--- config.mk ---
export PLATFORM = sky130hd
export DESIGN_NAME = queue_ctrl
export DESIGN_NICKNAME = d
export VERILOG_FILES = /design/src/rtl/queue_ctrl.sv
export SDC_FILE = /design/constraint.sdc
export NUM_CORES = 1
export LEC_CHECK = 0
export ABC_AREA = 1
export CORE_UTILIZATION = 50
export DETAILED_ROUTE_END_ITERATION = 7
export PLACE_DENSITY = 0.85
export SLEW_MARGIN = 25
export SYNTH_ARGS = -nofsm -noshare
export SYNTH_HDL_FRONTEND = slang
export SYNTH_SLANG_ARGS = --single-unit
--- constraint.sdc ---
create_clock -name clk -period 2.7 [get_ports clk]
set_input_delay 0.54 -clock clk [delete_from_list [all_inputs] [get_ports clk]]
set_output_delay 0.54 -clock clk [all_outputs]
set_load 0.1 [all_outputs]
--- src/rtl/queue_ctrl.sv ---
`timescale 1ns/1ps
// -----------------------------------------------------------------------------
// queue_ctrl
//   Queue occupancy controller. Two raw, asynchronous presence sensors (rear =
//   entry, front = exit) are synchronized and debounced. Each accepted press
//   gives a one-cycle event. The events drive a saturating head count and a
//   wait-time value (count * WAIT_PER_PERSON) that feeds the 7-segment decoder.
//
// Ports
//   clk          in   system clock, all state on the rising edge
//   rst_n        in   asynchronous active-low reset
//   rear_sensor  in   raw entry sensor, high = person present
//   front_sensor in   raw exit sensor, high = person present
//   clr_err      in   synchronous pulse that clears ovf_err / udf_err
//   count        out  people currently in the queue
//   wtime        out  count * WAIT_PER_PERSON, zero-extended to 5 bits
//   full / empty out  count == MAX_COUNT / count == 0
//   entry_evt    out  one-cycle pulse for an accepted entry
//   exit_evt     out  one-cycle pulse for an accepted exit
//   ovf_err      out  sticky: entry accepted while full
//   udf_err      out  sticky: exit accepted while empty
// -----------------------------------------------------------------------------
module queue_ctrl #(
    parameter int MAX_COUNT       = 7,
    parameter int WAIT_PER_PERSON = 3,
    parameter int DEBOUNCE_CYCLES = 4,
    parameter int CNT_W           = 3
) (
    input  logic             clk,
    input  logic             rst_n,
    input  logic             rear_sensor,
    input  logic             front_sensor,
    input  logic             clr_err,
    output logic [CNT_W-1:0] count,
    output logic [4:0]       wtime,
    output logic             full,
    output logic             empty,
    output logic             entry_evt,
    output logic             exit_evt,
    output logic             ovf_err,
    output logic             udf_err
);

    // The 5-bit wait-time bus and the count width must hold the worst case.
    if (MAX_COUNT * WAIT_PER_PERSON > 31) begin : g_wtime_range_bad
        $fatal(1, "queue_ctrl: MAX_COUNT*WAIT_PER_PERSON exceeds 31");
    end
    if ((2 ** CNT_W) - 1 < MAX_COUNT) begin : g_cnt_w_bad
        $fatal(1, "queue_ctrl: CNT_W too narrow for MAX_COUNT");
    end
    if (DEBOUNCE_CYCLES < 2) begin : g_deb_bad
        $fatal(1, "queue_ctrl: DEBOUNCE_CYCLES must be at least 2");
    end

    localparam int DW = $clog2(DEBOUNCE_CYCLES);
    localparam logic [DW-1:0]    DCNT_ZERO = {DW{1'b0}};
    localparam logic [DW-1:0]    DCNT_ONE  = DW'(1);
    localparam logic [DW-1:0]    DCNT_LAST = DW'(DEBOUNCE_CYCLES - 1);
    localparam logic [CNT_W-1:0] CNT_ZERO  = {CNT_W{1'b0}};
    localparam logic [CNT_W-1:0] CNT_ONE   = CNT_W'(1);
    localparam logic [CNT_W-1:0] CNT_MAX   = CNT_W'(MAX_COUNT);

    typedef enum logic [1:0] {
        ST_IDLE = 2'd0,
        ST_QUAL = 2'd1,
        ST_HELD = 2'd2,
        ST_REL  = 2'd3
    } deb_state_e;

    // Index 0 is the rear (entry) sensor, index 1 the front (exit) sensor.
    logic [1:0]       raw_s;
    logic [1:0]       sync1_q;
    logic [1:0]       sync2_q;
    deb_state_e       st_q   [2];
    deb_state_e       st_d   [2];
    logic [DW-1:0]    dcnt_q [2];
    logic [DW-1:0]    dcnt_d [2];
    logic [1:0]       evt_q;
    logic [1:0]       evt_d;

    logic [CNT_W-1:0] count_q;
    logic [CNT_W-1:0] count_d;
    logic [4:0]       wtime_q;
    logic [4:0]       wtime_d;
    logic             full_q;
    logic             full_d;
    logic             empty_q;
    logic             empty_d;
    logic             ovf_q;
    logic             ovf_d;
    logic             udf_q;
    logic             udf_d;
    logic             ovf_set_s;
    logic             udf_set_s;

    assign raw_s = {front_sensor, rear_sensor};

    // Debounce next-state: qualify a press, hold it, then require a clean release.
    always_comb begin
        for (int i = 0; i < 2; i++) begin
            st_d[i]   = st_q[i];
            dcnt_d[i] = dcnt_q[i];
            evt_d[i]  = 1'b0;
            case (st_q[i])
                ST_IDLE: begin
                    if (sync2_q[i]) begin
                        st_d[i] = ST_QUAL;
                    end else begin
                        st_d[i] = ST_IDLE;
                    end
                    dcnt_d[i] = DCNT_ZERO;
                end
                ST_QUAL: begin
                    if (!sync2_q[i]) begin
                        st_d[i]   = ST_IDLE;
                        dcnt_d[i] = DCNT_ZERO;
                    end else if (dcnt_q[i] == DCNT_LAST) begin
                        st_d[i]   = ST_HELD;
                        dcnt_d[i] = DCNT_ZERO;
                        evt_d[i]  = 1'b1;
                    end else begin
                        dcnt_d[i] = dcnt_q[i] + DCNT_ONE;
                    end
                end
                ST_HELD: begin
                    if (!sync2_q[i]) begin
                        st_d[i] = ST_REL;
                    end else begin
                        st_d[i] = ST_HELD;
                    end
                    dcnt_d[i] = DCNT_ZERO;
                end
                ST_REL: begin
                    // A bounce back high during release rejoins HELD without a new event.
                    if (sync2_q[i]) begin
                        st_d[i]   = ST_HELD;
                        dcnt_d[i] = DCNT_ZERO;
                    end else if (dcnt_q[i] == DCNT_LAST) begin
                        st_d[i]   = ST_IDLE;
                        dcnt_d[i] = DCNT_ZERO;
                    end else begin
                        dcnt_d[i] = dcnt_q[i] + DCNT_ONE;
                    end
                end
                default: begin
                    st_d[i]   = ST_IDLE;
                    dcnt_d[i] = DCNT_ZERO;
                end
            endcase
        end
    end

    // Count, derived displays and sticky error flags; simultaneous events cancel.
    always_comb begin
        count_d   = count_q;
        ovf_set_s = 1'b0;
        udf_set_s = 1'b0;
        if (evt_q[0] && !evt_q[1]) begin
            if (count_q == CNT_MAX) begin
                ovf_set_s = 1'b1;
            end else begin
                count_d = count_q + CNT_ONE;
            end
        end else if (evt_q[1] && !evt_q[0]) begin
            if (count_q == CNT_ZERO) begin
                udf_set_s = 1'b1;
            end else begin
                count_d = count_q - CNT_ONE;
            end
        end else begin
            count_d = count_q;
        end
        wtime_d = 5'(32'(count_d) * WAIT_PER_PERSON);
        full_d  = (count_d == CNT_MAX);
        empty_d = (count_d == CNT_ZERO);
        // A new error in the same cycle as clr_err stays set.
        ovf_d   = ovf_set_s | (ovf_q & ~clr_err);
        udf_d   = udf_set_s | (udf_q & ~clr_err);
    end

    // All state: synchronizers, debounce FSMs, events, count and flags.
    always_ff @(posedge clk or negedge rst_n) begin
        if (!rst_n) begin
            sync1_q <= 2'b00;
            sync2_q <= 2'b00;
            for (int i = 0; i < 2; i++) begin
                st_q[i]   <= ST_IDLE;
                dcnt_q[i] <= DCNT_ZERO;
            end
            evt_q   <= 2'b00;
            count_q <= CNT_ZERO;
            wtime_q <= 5'd0;
            full_q  <= 1'b0;
            empty_q <= 1'b1;
            ovf_q   <= 1'b0;
            udf_q   <= 1'b0;
        end else begin
            sync1_q <= raw_s;
            sync2_q <= sync1_q;
            for (int i = 0; i < 2; i++) begin
                st_q[i]   <= st_d[i];
                dcnt_q[i] <= dcnt_d[i];
            end
            evt_q   <= evt_d;
            count_q <= count_d;
            wtime_q <= wtime_d;
            full_q  <= full_d;
            empty_q <= empty_d;
            ovf_q   <= ovf_d;
            udf_q   <= udf_d;
        end
    end

    assign count     = count_q;
    assign wtime     = wtime_q;
    assign full      = full_q;
    assign empty     = empty_q;
    assign entry_evt = evt_q[0];
    assign exit_evt  = evt_q[1];
    assign ovf_err   = ovf_q;
    assign udf_err   = udf_q;

endmodule
Word-level counts from Yosys, hierarchy flattened
Index checks and enable logic that the tools add are counted.
{"block": "classes", "n_mux": 37, "bitwise_logic": 5, "n_reduce_logical": 12, "n_addsub": 4, "n_eq_ne": 14, "multipliers": 1}
{"cell": "$mux W2", "count": 14}
{"cell": "$pmux W2 S4", "count": 2}
{"cell": "$mux W1", "count": 15}
{"cell": "$eq A2 B2 Y1 const B", "count": 6}
{"cell": "$mux W3", "count": 4}
{"cell": "$ne A3 B3 Y1 const B", "count": 4}
{"cell": "$pmux W2 S3", "count": 2}
{"cell": "$eq A3 B3 Y1 const B", "count": 2}
{"cell": "$logic_not A3 Y1", "count": 2}
{"cell": "$mul A3 B2 Y5 const B", "count": 1}
{"cell": "$add A2 B1 Y2 const B", "count": 2}
{"cell": "$eq A2 B1 Y1 const B", "count": 2}
{"cell": "$logic_not A2 Y1", "count": 2}
{"cell": "$reduce_and A2 Y1", "count": 2}
{"cell": "$reduce_or A2 Y1", "count": 2}
{"cell": "$add A3 B1 Y3 const B", "count": 1}
{"cell": "$sub A3 B1 Y3 const B", "count": 1}
{"cell": "$and A1 B1 Y1", "count": 2}
{"cell": "$logic_and A1 B1 Y1", "count": 2}
{"cell": "$logic_not A1 Y1", "count": 2}
{"cell": "$or A1 B1 Y1", "count": 2}
{"cell": "$not A1 Y1", "count": 1}
{"block": "totals", "word_cells": 86, "ff_bits": 26, "in_bits": 5}

Longest topological paths before layout
Gate-level depths: netlist of run 1.
{"block": "depth", "word_depth": 5, "depth_mapped": 12, "mapped_depth_nobuf": 12}

Least setup slack after synthesis of run 1
Ideal clock, no wire load.
{"block": "synth_timing", "path_kind": "reg2reg", "startpoint": "register wtime[0] (netlist name)", "endpoint": "register wtime_q[3] (netlist: wtime[3])", "path_stages_with_launch": 13, "path_slack_ns": -0.101, "arrival_time_ns": 2.736, "t_required_ns": 2.635, "setup_ns": 0.065, "cell_sequence": "dfrtp_1 -> inv_1 -> ha_1 -> inv_1 -> nor2_4 -> o21ai_4 -> xor2_2 -> inv_2 -> ha_1 -> fa_1 -> inv_1 -> nand3_1 -> nand2_1"}
{"item": "end signal, assigned", "line_no": "206", "source": "wtime_q <= wtime_d;"}
{"item": "end, declared", "line_no": "83", "source": "logic [4:0] wtime_q;"}

==> flow_summary.rst, run 1 <==
.. list-table::
   :header-rows: 1

   * - Metric
     - Value
   * - Total number of yosys warnings
     - 0
   * - Wire length of the first global-routing pass
     - 3030 um
   * - Main synth FF type
     - sky130_fd_sc_hd__dfrtp_1
   * - Largest family of logic cells by synthesized area
     - simple AND/OR/NAND/NOR gates
   * - Endpoint arrival time on the critical path
     - 2.44 ns
   * - Cells after Synth
     - 100
   * - GRT Residual Overflow
     - 0
   * - Most numerous cell types in the synthesized netlist
     - 24 x sky130_fd_sc_hd__dfrtp_1, 16 x sky130_fd_sc_hd__inv_1, 14 x sky130_fd_sc_hd__nand2_1
   * - Chip width
     - 48.6 um
   * - Post-synthesis share of cell area spent on full adders, half adders and majority gates
     - 0.111
   * - Final number of setup-violating endpoints
     - 0
   * - Core outline area
     - 0.00200 mm^2
   * - Final weighted congestion in routability-driven placement
     - 0.776
   * - Portion of netlist area occupied by mux cells
     - 0
   * - H-tree levels
     - 1
   * - Relative slew margins
     - 0.801
   * - Number of cell rows
     - 16
   * - HP Class
     - flop to flop
   * - Pin count of the biggest net entering global routing
     - 26
   * - Number of max-cap violations
     - 0
   * - Antenna Cells
     - 0
   * - Cell area after technology mapping
     - 0.00109 mm^2
   * - Via count normalized by instance count
     - 4.76
   * - Total of buffers placed on input and output ports
     - 18
   * - Worst path max stage delay
     - 0.44 ns
   * - Area of the die
     - 0.00236 mm^2
   * - Worst setup slack after placement
     - 0.545 ns
   * - Critical Path Fanout Max
     - 5
   * - Most frequently used cell type in the post-synthesis netlist
     - sky130_fd_sc_hd__dfrtp_1
   * - Worst-path cell with the longest stage delay
     - sky130_fd_sc_hd__dfrtp_2
   * - Startpoint types
     - flop
   * - Clock tree skew after final layout
     - 0.00715 ns
   * - Post-synthesis cell type with the largest combined area
     - sky130_fd_sc_hd__dfrtp_1
   * - Placed Instances
     - 145
   * - Required time at the worst-slack endpoint
     - 2.96 ns
   * - # nets final
     - 137
   * - TritonCTS Sinks
     - 25
   * - Via total after detailed routing
     - 709
   * - First-pass DRT Iterations
     - 4
   * - DRC violations left
     - 0
   * - Final WS setup
     - 0.521 ns
   * - Top post-synthesis cells by area
     - sky130_fd_sc_hd__dfrtp_1 55%, sky130_fd_sc_hd__ha_1 9.2%, sky130_fd_sc_hd__inv_1 5.5%
   * - Vertical die dimension
     - 48.6 um
   * - Filler Cells Inserted
     - 159
   * - Status
     - completed
   * - Initial antenna violation count
     - 0
   * - Share of the synthesized netlist area taken by xor and xnor gates
     - 0.0311
   * - Final standard cell count with taps included and fillers excluded
     - 149
   * - Yosys cell types
     - 25
   * - Share of Yosys cell area claimed by the top area cell type
     - 0.553
   * - TritonCTS Buffers
     - 3
   * - Clock latency on the worst-skew pair
     - 0.32 ns
   * - Cell type with the highest occurrence count on the critical path
     - sky130_fd_sc_hd__inv_1
   * - Post-cts gate resize count
     - 0
   * - Simple logic cell fraction of the synthesized area
     - 0.158
   * - Setup repair bufs after CTS
     - 0
   * - Number of endpoints with negative hold slack in the final report
     - 0
   * - Final-layout worst hold slack
     - 0.363 ns
   * - I/O pin count
     - 19
   * - CTS tree
     - yes
   * - Transition time at the pin with the least slew margin
     - 0.298 ns
   * - Antenna Nets Post-Route
     - 0
   * - All-Layer GR Usage
     - 0.169
   * - Routed wirelength normalized by instance count
     - 10.7 um
   * - Number of enable-type register cells in the synthesized netlist
     - 0
   * - Aggregate routed wire length
     - 1600 um
   * - Compound-cell area share of the yosys netlist
     - 0.0507
   * - Critical-path cell list
     - inv_1, ha_1, inv_1, nor2_4, nor2_1, o21ai_2, o21ai_2, ha_1, fa_1, inv_1, nand3_1, nand2_1
   * - Net Count, Synth
     - 114
   * - RSZ-0062 raised after global routing
     - no
   * - Fraction of the cycle the final worst path needs
     - 0.807
   * - Type of the worst setup path
     - flop to flop
   * - Tmin final
     - 2.18 ns
   * - Setup TNS
     - 0 ns
   * - Share of layout cells above drive strength 1
     - 0.287
   * - Clock-pin slew of the registers on the worst-case setup and hold paths
     - 0.13 ns
   * - Root buffer selected by CTS
     - sky130_fd_sc_hd__clkbuf_4
   * - Violation count after the first detailed-route iteration
     - 6
   * - CTS Hold Buffers Added
     - 0
   * - Sequential fraction of the synthesis area
     - 0.577
   * - Final slew viol count
     - 0
   * - CTS max path bufs
     - 2
   * - Maximum operating frequency
     - 459 MHz
   * - Half-perimeter wire length of the detailed placement result
     - 1290 um
   * - Register bit total from synthesis
     - 25
   * - Number of global-route vias before repair
     - 734
   * - Synth Area per Inst
     - 10.9 um^2
   * - Area growth from synthesis to layout
     - 19.2%
   * - Crit. End Element
     - flop
   * - Effective utilization at floorplan
     - 0.543
   * - Synth async-reset ratio
     - 1.00
## critical path: cells and delay by family (launching register included)
kind	cells	cell delay (ns)
fa+ha+maj	3	0.82
buf+inv	3	0.29
simple gates	4	0.32
compound gates	2	0.25
flops	1	0.44
## cells by family after synthesis
logic type      after synthesis
fa+ha+maj                     9
flops                        25
simple gates                 36
xor+xnor                      3
compound gates                7
buf+inv                      20
## final timing paths
check	from	endpoint	slack [ns]	depth (start not counted)
hold / removal	sync1_q[0]	sync2_q[0]	0.36	0
setup / recovery	wtime[0]	wtime[3]	0.52	12
min in group asynchronous	rst_n	count[2]	0.56	2
max in group asynchronous	rst_n	empty	1.86	2
setup reg to reg	wtime[0]	wtime[3]	0.52	12
hold reg to reg	sync1_q[0]	sync2_q[0]	0.36	0
## stage by stage
stage               area [um^2]  utilization
finish                     1290        0.647
floorplan                  1090            -
CTS                        1290        0.647
global placement           1270        0.633
global route               1290        0.647
detailed placement         1270        0.633
## layer usage
metal	vias to the layer above	GRT usage	routed length [um]
li1	349	-	-
met1	335	0.217	713
met2	18	0.266	763
met3	7	0.0189	51
met4	0	0.118	67
met5	-	0	0
## sequential cells by signal, indices dropped and copies added (netlist names), named ones only
name / flops
count: 2
dcnt_q: 4
empty: 1
evt_q: 2
full: 1
ovf_err: 1
st_q: 2
sync1_q: 2
sync2_q: 2
udf_err: 1
wtime: 5
## cell type report
type | instances | area, um^2 | area share
clock buffers | 3 | 22.5 | 0.0174
clock inverters | 1 | 5.00 | 0.00386
inverters | 19 | 71.3 | 0.0551
multi-input cells | 55 | 380 | 0.294
flip-flops and latches | 25 | 629 | 0.486
well taps | 27 | 33.8 | 0.0261
repair buffers | 19 | 153 | 0.118
## cell usage in the layout (no fill, tap or decap)
cell type	count
sky130_fd_sc_hd__nor3b_1	1
sky130_fd_sc_hd__o22ai_1	1
sky130_fd_sc_hd__clkdlybuf4s50_1	4
sky130_fd_sc_hd__buf_4	15
sky130_fd_sc_hd__xor2_1	1
sky130_fd_sc_hd__clkbuf_4	3
sky130_fd_sc_hd__nand3_2	1
sky130_fd_sc_hd__nor2_4	1
sky130_fd_sc_hd__o21ai_4	1
sky130_fd_sc_hd__nor3_1	2
sky130_fd_sc_hd__nand3_1	3
sky130_fd_sc_hd__nor2_2	1
sky130_fd_sc_hd__xnor2_1	1
sky130_fd_sc_hd__dfrtp_2	2
sky130_fd_sc_hd__o21ai_0	2
sky130_fd_sc_hd__nand2_2	3
sky130_fd_sc_hd__o21ai_2	2
sky130_fd_sc_hd__inv_2	3
sky130_fd_sc_hd__nor4_1	1
sky130_fd_sc_hd__inv_1	16
sky130_fd_sc_hd__dfrtp_1	22
sky130_fd_sc_hd__nand2_1	14
sky130_fd_sc_hd__clkinv_2	1
sky130_fd_sc_hd__ha_1	8
sky130_fd_sc_hd__nor2_1	9
sky130_fd_sc_hd__fa_1	1
sky130_fd_sc_hd__a21oi_1	1
sky130_fd_sc_hd__xor2_2	1
sky130_fd_sc_hd__dfstp_2	1
Power of run 1 is left out: the tool's default activity adds up to more than one toggle a clock period on the data nets, which glitch-free logic cannot reach.
==> run 2: changes to the inputs <==
--- a/config.mk
+++ b/config.mk
@@ -6,9 +6,9 @@
 export NUM_CORES = 1
 export LEC_CHECK = 0
 export ABC_AREA = 1
-export CORE_UTILIZATION = 50
+export CORE_UTILIZATION = 45
 export DETAILED_ROUTE_END_ITERATION = 7
-export PLACE_DENSITY = 0.85
+export PLACE_DENSITY = 0.81
 export SLEW_MARGIN = 25
 export SYNTH_ARGS = -nofsm -noshare
 export SYNTH_HDL_FRONTEND = slang
==> constraint.sdc (replaced) <==
create_clock -name clk -period 1.77 [get_ports clk]
set_input_delay 0.354 -clock clk [delete_from_list [all_inputs] [get_ports clk]]
set_output_delay 0.354 -clock clk [all_outputs]
set_load 0.1 [all_outputs]
==> flow_summary.rst, run 2 (synthesis results as in run 1) <==
.. list-table::
   :header-rows: 1

   * - Metric
     - Value
   * - Status
     - complete, but fails checks
   * - Violated checks
     - negative setup slack
   * - Required time at the worst-slack endpoint
     - 2.02 ns (-0.94 ns)
   * - First-pass DRT Iterations
     - 2 (-2)
   * - Internal portion of total power
     - 1.69 mW
   * - Post-Layout Inst Area
     - 0.00172 mm^2 (+32%)
   * - Number of max-cap violations
     - 0 (unchanged)
   * - Via total after detailed routing
     - 789 (+11%)
   * - All-Layer GR Usage
     - 0.226 (+0.0575)
   * - Switching part of the total power
     - 0.472
   * - Aggregate routed wire length
     - 2340 um (+47%)
   * - Overall power consumption
     - 3.19 mW
   * - Area of combinational cells with multiple inputs
     - 430 um^2 (+13%)
   * - DRC violations left
     - 0 (unchanged)
   * - Pin count of the biggest net entering global routing
     - 26 (unchanged)
   * - Post-placement cell area
     - 0.00161 mm^2 (+27%)
   * - Routed wirelength normalized by instance count
     - 13.5 um (+26%)
   * - RSZ-0062 raised after global routing
     - yes
   * - Final slew viol count
     - 0 (unchanged)
   * - Number of instances on the worst hold path
     - 0 (unchanged)
   * - Vertical die dimension
     - 51.1 um (+5.2%)
   * - TritonCTS Buffers
     - 3 (unchanged)
   * - Reg-to-reg setup timing slack
     - -0.27 ns (-0.79 ns)
   * - Flip-flop count of the largest register after layout
     - 5 (unchanged)
   * - Chip width
     - 51.1 um (+5.2%)
   * - Number of cell rows
     - 17 (+1)
   * - Length in cells of the worst reg-to-reg path
     - 12 (unchanged)
   * - Setup TNS
     - -0.878 ns (-0.878 ns)
   * - CTS max path bufs
     - 2 (unchanged)
   * - Post-layout util
     - 0.768 (+0.121)
   * - Share of layout cells above drive strength 1
     - 0.510 (+0.223)
   * - Worst path max stage delay
     - 0.52 ns (+0.08 ns)
   * - GRT Residual Overflow
     - 0 (unchanged)
   * - Transition time at the pin with the least slew margin
     - 0.314 ns (+0.0165 ns)
   * - Clock tree skew after final layout
     - 0.0104 ns (+0.00323 ns)
   * - Startpoint types
     - flop
   * - Final number of setup-violating endpoints
     - 4 (+4)
   * - Critical Path Fanout Max
     - 4 (-1)
   * - Type of the worst setup path
     - flop to flop
   * - CTS tree
     - yes
   * - H-tree levels
     - 1 (unchanged)
   * - Area growth from synthesis to layout
     - 57.9%
   * - Clock-pin slew of the registers on the worst-case setup and hold paths
     - 0.13 ns (about the same)
   * - TritonCTS Sinks
     - 25 (unchanged)
   * - Wire length of the first global-routing pass
     - 4110 um (+36%)
   * - Worst-path cell with the longest stage delay
     - sky130_fd_sc_hd__dfrtp_4
   * - Antenna Nets Post-Route
     - 0 (unchanged)
   * - Worst IR Drop VDD
     - 1.64 mV
   * - Leading cell type in the layout, fill and taps excluded
     - sky130_fd_sc_hd__buf_4
   * - Sequential cell area
     - 638 um^2 (+1.4%)
   * - Core outline area
     - 0.00223 mm^2 (+12%)
   * - Largest delay share family, worst path
     - adder cells
   * - Final weighted congestion in routability-driven placement
     - 0.882 (+14%)
   * - Share of total power in the clock network
     - 0.076
   * - End of the worst register-to-register path
     - wtime[3]
   * - Effective utilization at floorplan
     - 0.486 (-0.0562)
   * - Combinational share of power
     - 0.642
   * - Commonest cells after routing, fill and taps aside
     - 22 x sky130_fd_sc_hd__buf_4, 19 x sky130_fd_sc_hd__dfrtp_1, 14 x sky130_fd_sc_hd__buf_12
   * - Antenna Cells
     - 0 (unchanged)
   * - Endpoint arrival time on the critical path
     - 2.30 ns (-0.14 ns)
   * - Relative slew margins
     - 0.790 (-0.0110)
   * - Tmin final
     - 2.04 ns (-0.137 ns)
   * - Number of endpoints with negative hold slack in the final report
     - 0 (unchanged)
   * - Crit. End Element
     - flop
   * - Capture point of the worst path
     - wtime[3]
   * - Root buffer selected by CTS
     - sky130_fd_sc_hd__clkbuf_4
   * - Combined buffer and inverter count along the critical path
     - 3 (unchanged)
   * - Half-perimeter wire length of the detailed placement result
     - 1760 um (+36%)
   * - HP Class
     - flop to flop
   * - Filler Cells Inserted
     - 145 (-8.8%)
   * - Via count normalized by instance count
     - 4.56 (-4.2%)
   * - # nets final
     - 160 (+17%)
   * - Reg-to-reg startpoint
     - count[1]
   * - Share of total power in sequential cells
     - 0.282
   * - Number of global-route vias before repair
     - 911 (+24%)
   * - I/O pin count
     - 19 (unchanged)
   * - Setup crit start
     - count[1]
   * - Power density of the placed cells
     - 1860 mW/mm^2
   * - Area of the die
     - 0.00261 mm^2 (+11%)
   * - Initial antenna violation count
     - 0 (unchanged)
   * - Fraction of the cycle the final worst path needs
     - 1.15 (+0.346)
   * - Logic depth of the worst path, buffers included
     - 12 (unchanged)
   * - Final WS setup
     - -0.272 ns (-0.793 ns)
   * - Reported leakage power
     - 0.826 nW
   * - Total of buffers placed on input and output ports
     - 18 (unchanged)
   * - Clock latency on the worst-skew pair
     - 0.31 ns (about the same)
   * - Critical-path cell list
     - inv_4, ha_4, inv_2, nor2_4, nor2_2, o21ai_2, o21ai_4, ha_4, fa_2, inv_2, nand3_2, nand2_1
   * - Maximum operating frequency
     - 490 MHz (+6.7%)
   * - Violation count after the first detailed-route iteration
     - 6 (unchanged)
   * - Switching power summed over all nets
     - 1.51 mW
-- run 2: worst min-delay path by stage --
stage	endpoint	slack (ns)	start
4_1_cts	sync2_q[0]	0.38	sync1_q[0]
6_report	sync2_q[0]	0.37	sync1_q[0]
3_3_place_gp	sync2_q[0]	0.34	sync1_q[0]
5_1_grt	sync2_q[0]	0.38	sync1_q[0]
3_5_place_dp	sync2_q[0]	0.34	sync1_q[0]
2_1_floorplan	asynchronous set/reset pin	0.06	rst_n
-- run 2: what timing repair did --
item | in CTS | in global routing
hold buffers | 0 | 0
buffers inserted | 7 | 1
resized for setup | 9 | 0
cloned | 0 | 0
setup endpoints to repair | 3 | 5
pin swaps | 3 | 0
-- run 2: area by class of cell --
cell class                      count  share of cell area
Timing Repair Buffer               42               0.296
Tap cell                           28              0.0204
Inverter                           19              0.0445
Clock inverter                      1             0.00292
Clock buffer                        3              0.0131
Multi-Input combinational cell     55               0.251
Sequential cell                    25               0.372
-- run 2: metal layers --
layer  global-route usage  up-vias  routed length, um
li1                     -      392                  -
met2                0.425       11               1340
met5                    0        -                  0
met4               0.0833        0                 39
met3               0.0268        4                 45
met1                0.259      382                913
-- run 2: power groups by stage --
stage / clock network, mW / logic, mW / registers, mW
floorplan: 0 / 0.605 / 1.45
global placement: 0 / 1.84 / 0.892
detailed placement: 0 / 1.91 / 0.913
CTS: 0.251 / 2.03 / 0.903
global route: 0.281 / 2.17 / 0.921
finish: 0.243 / 2.05 / 0.900
-- run 2: stage by stage --
stage | std cells | hold slack, ns | setup slack [ns]
after detailed placement | 162 | 0.345 | -0.265
final | 173 | 0.370 | -0.272
after CTS | 172 | 0.375 | -0.263
after global routing | 173 | 0.382 | -0.351
after floorplan | 100 | 0.0584 | -0.369
after global placement | 162 | 0.335 | -0.149
Power figures use the tool's default switching activity.
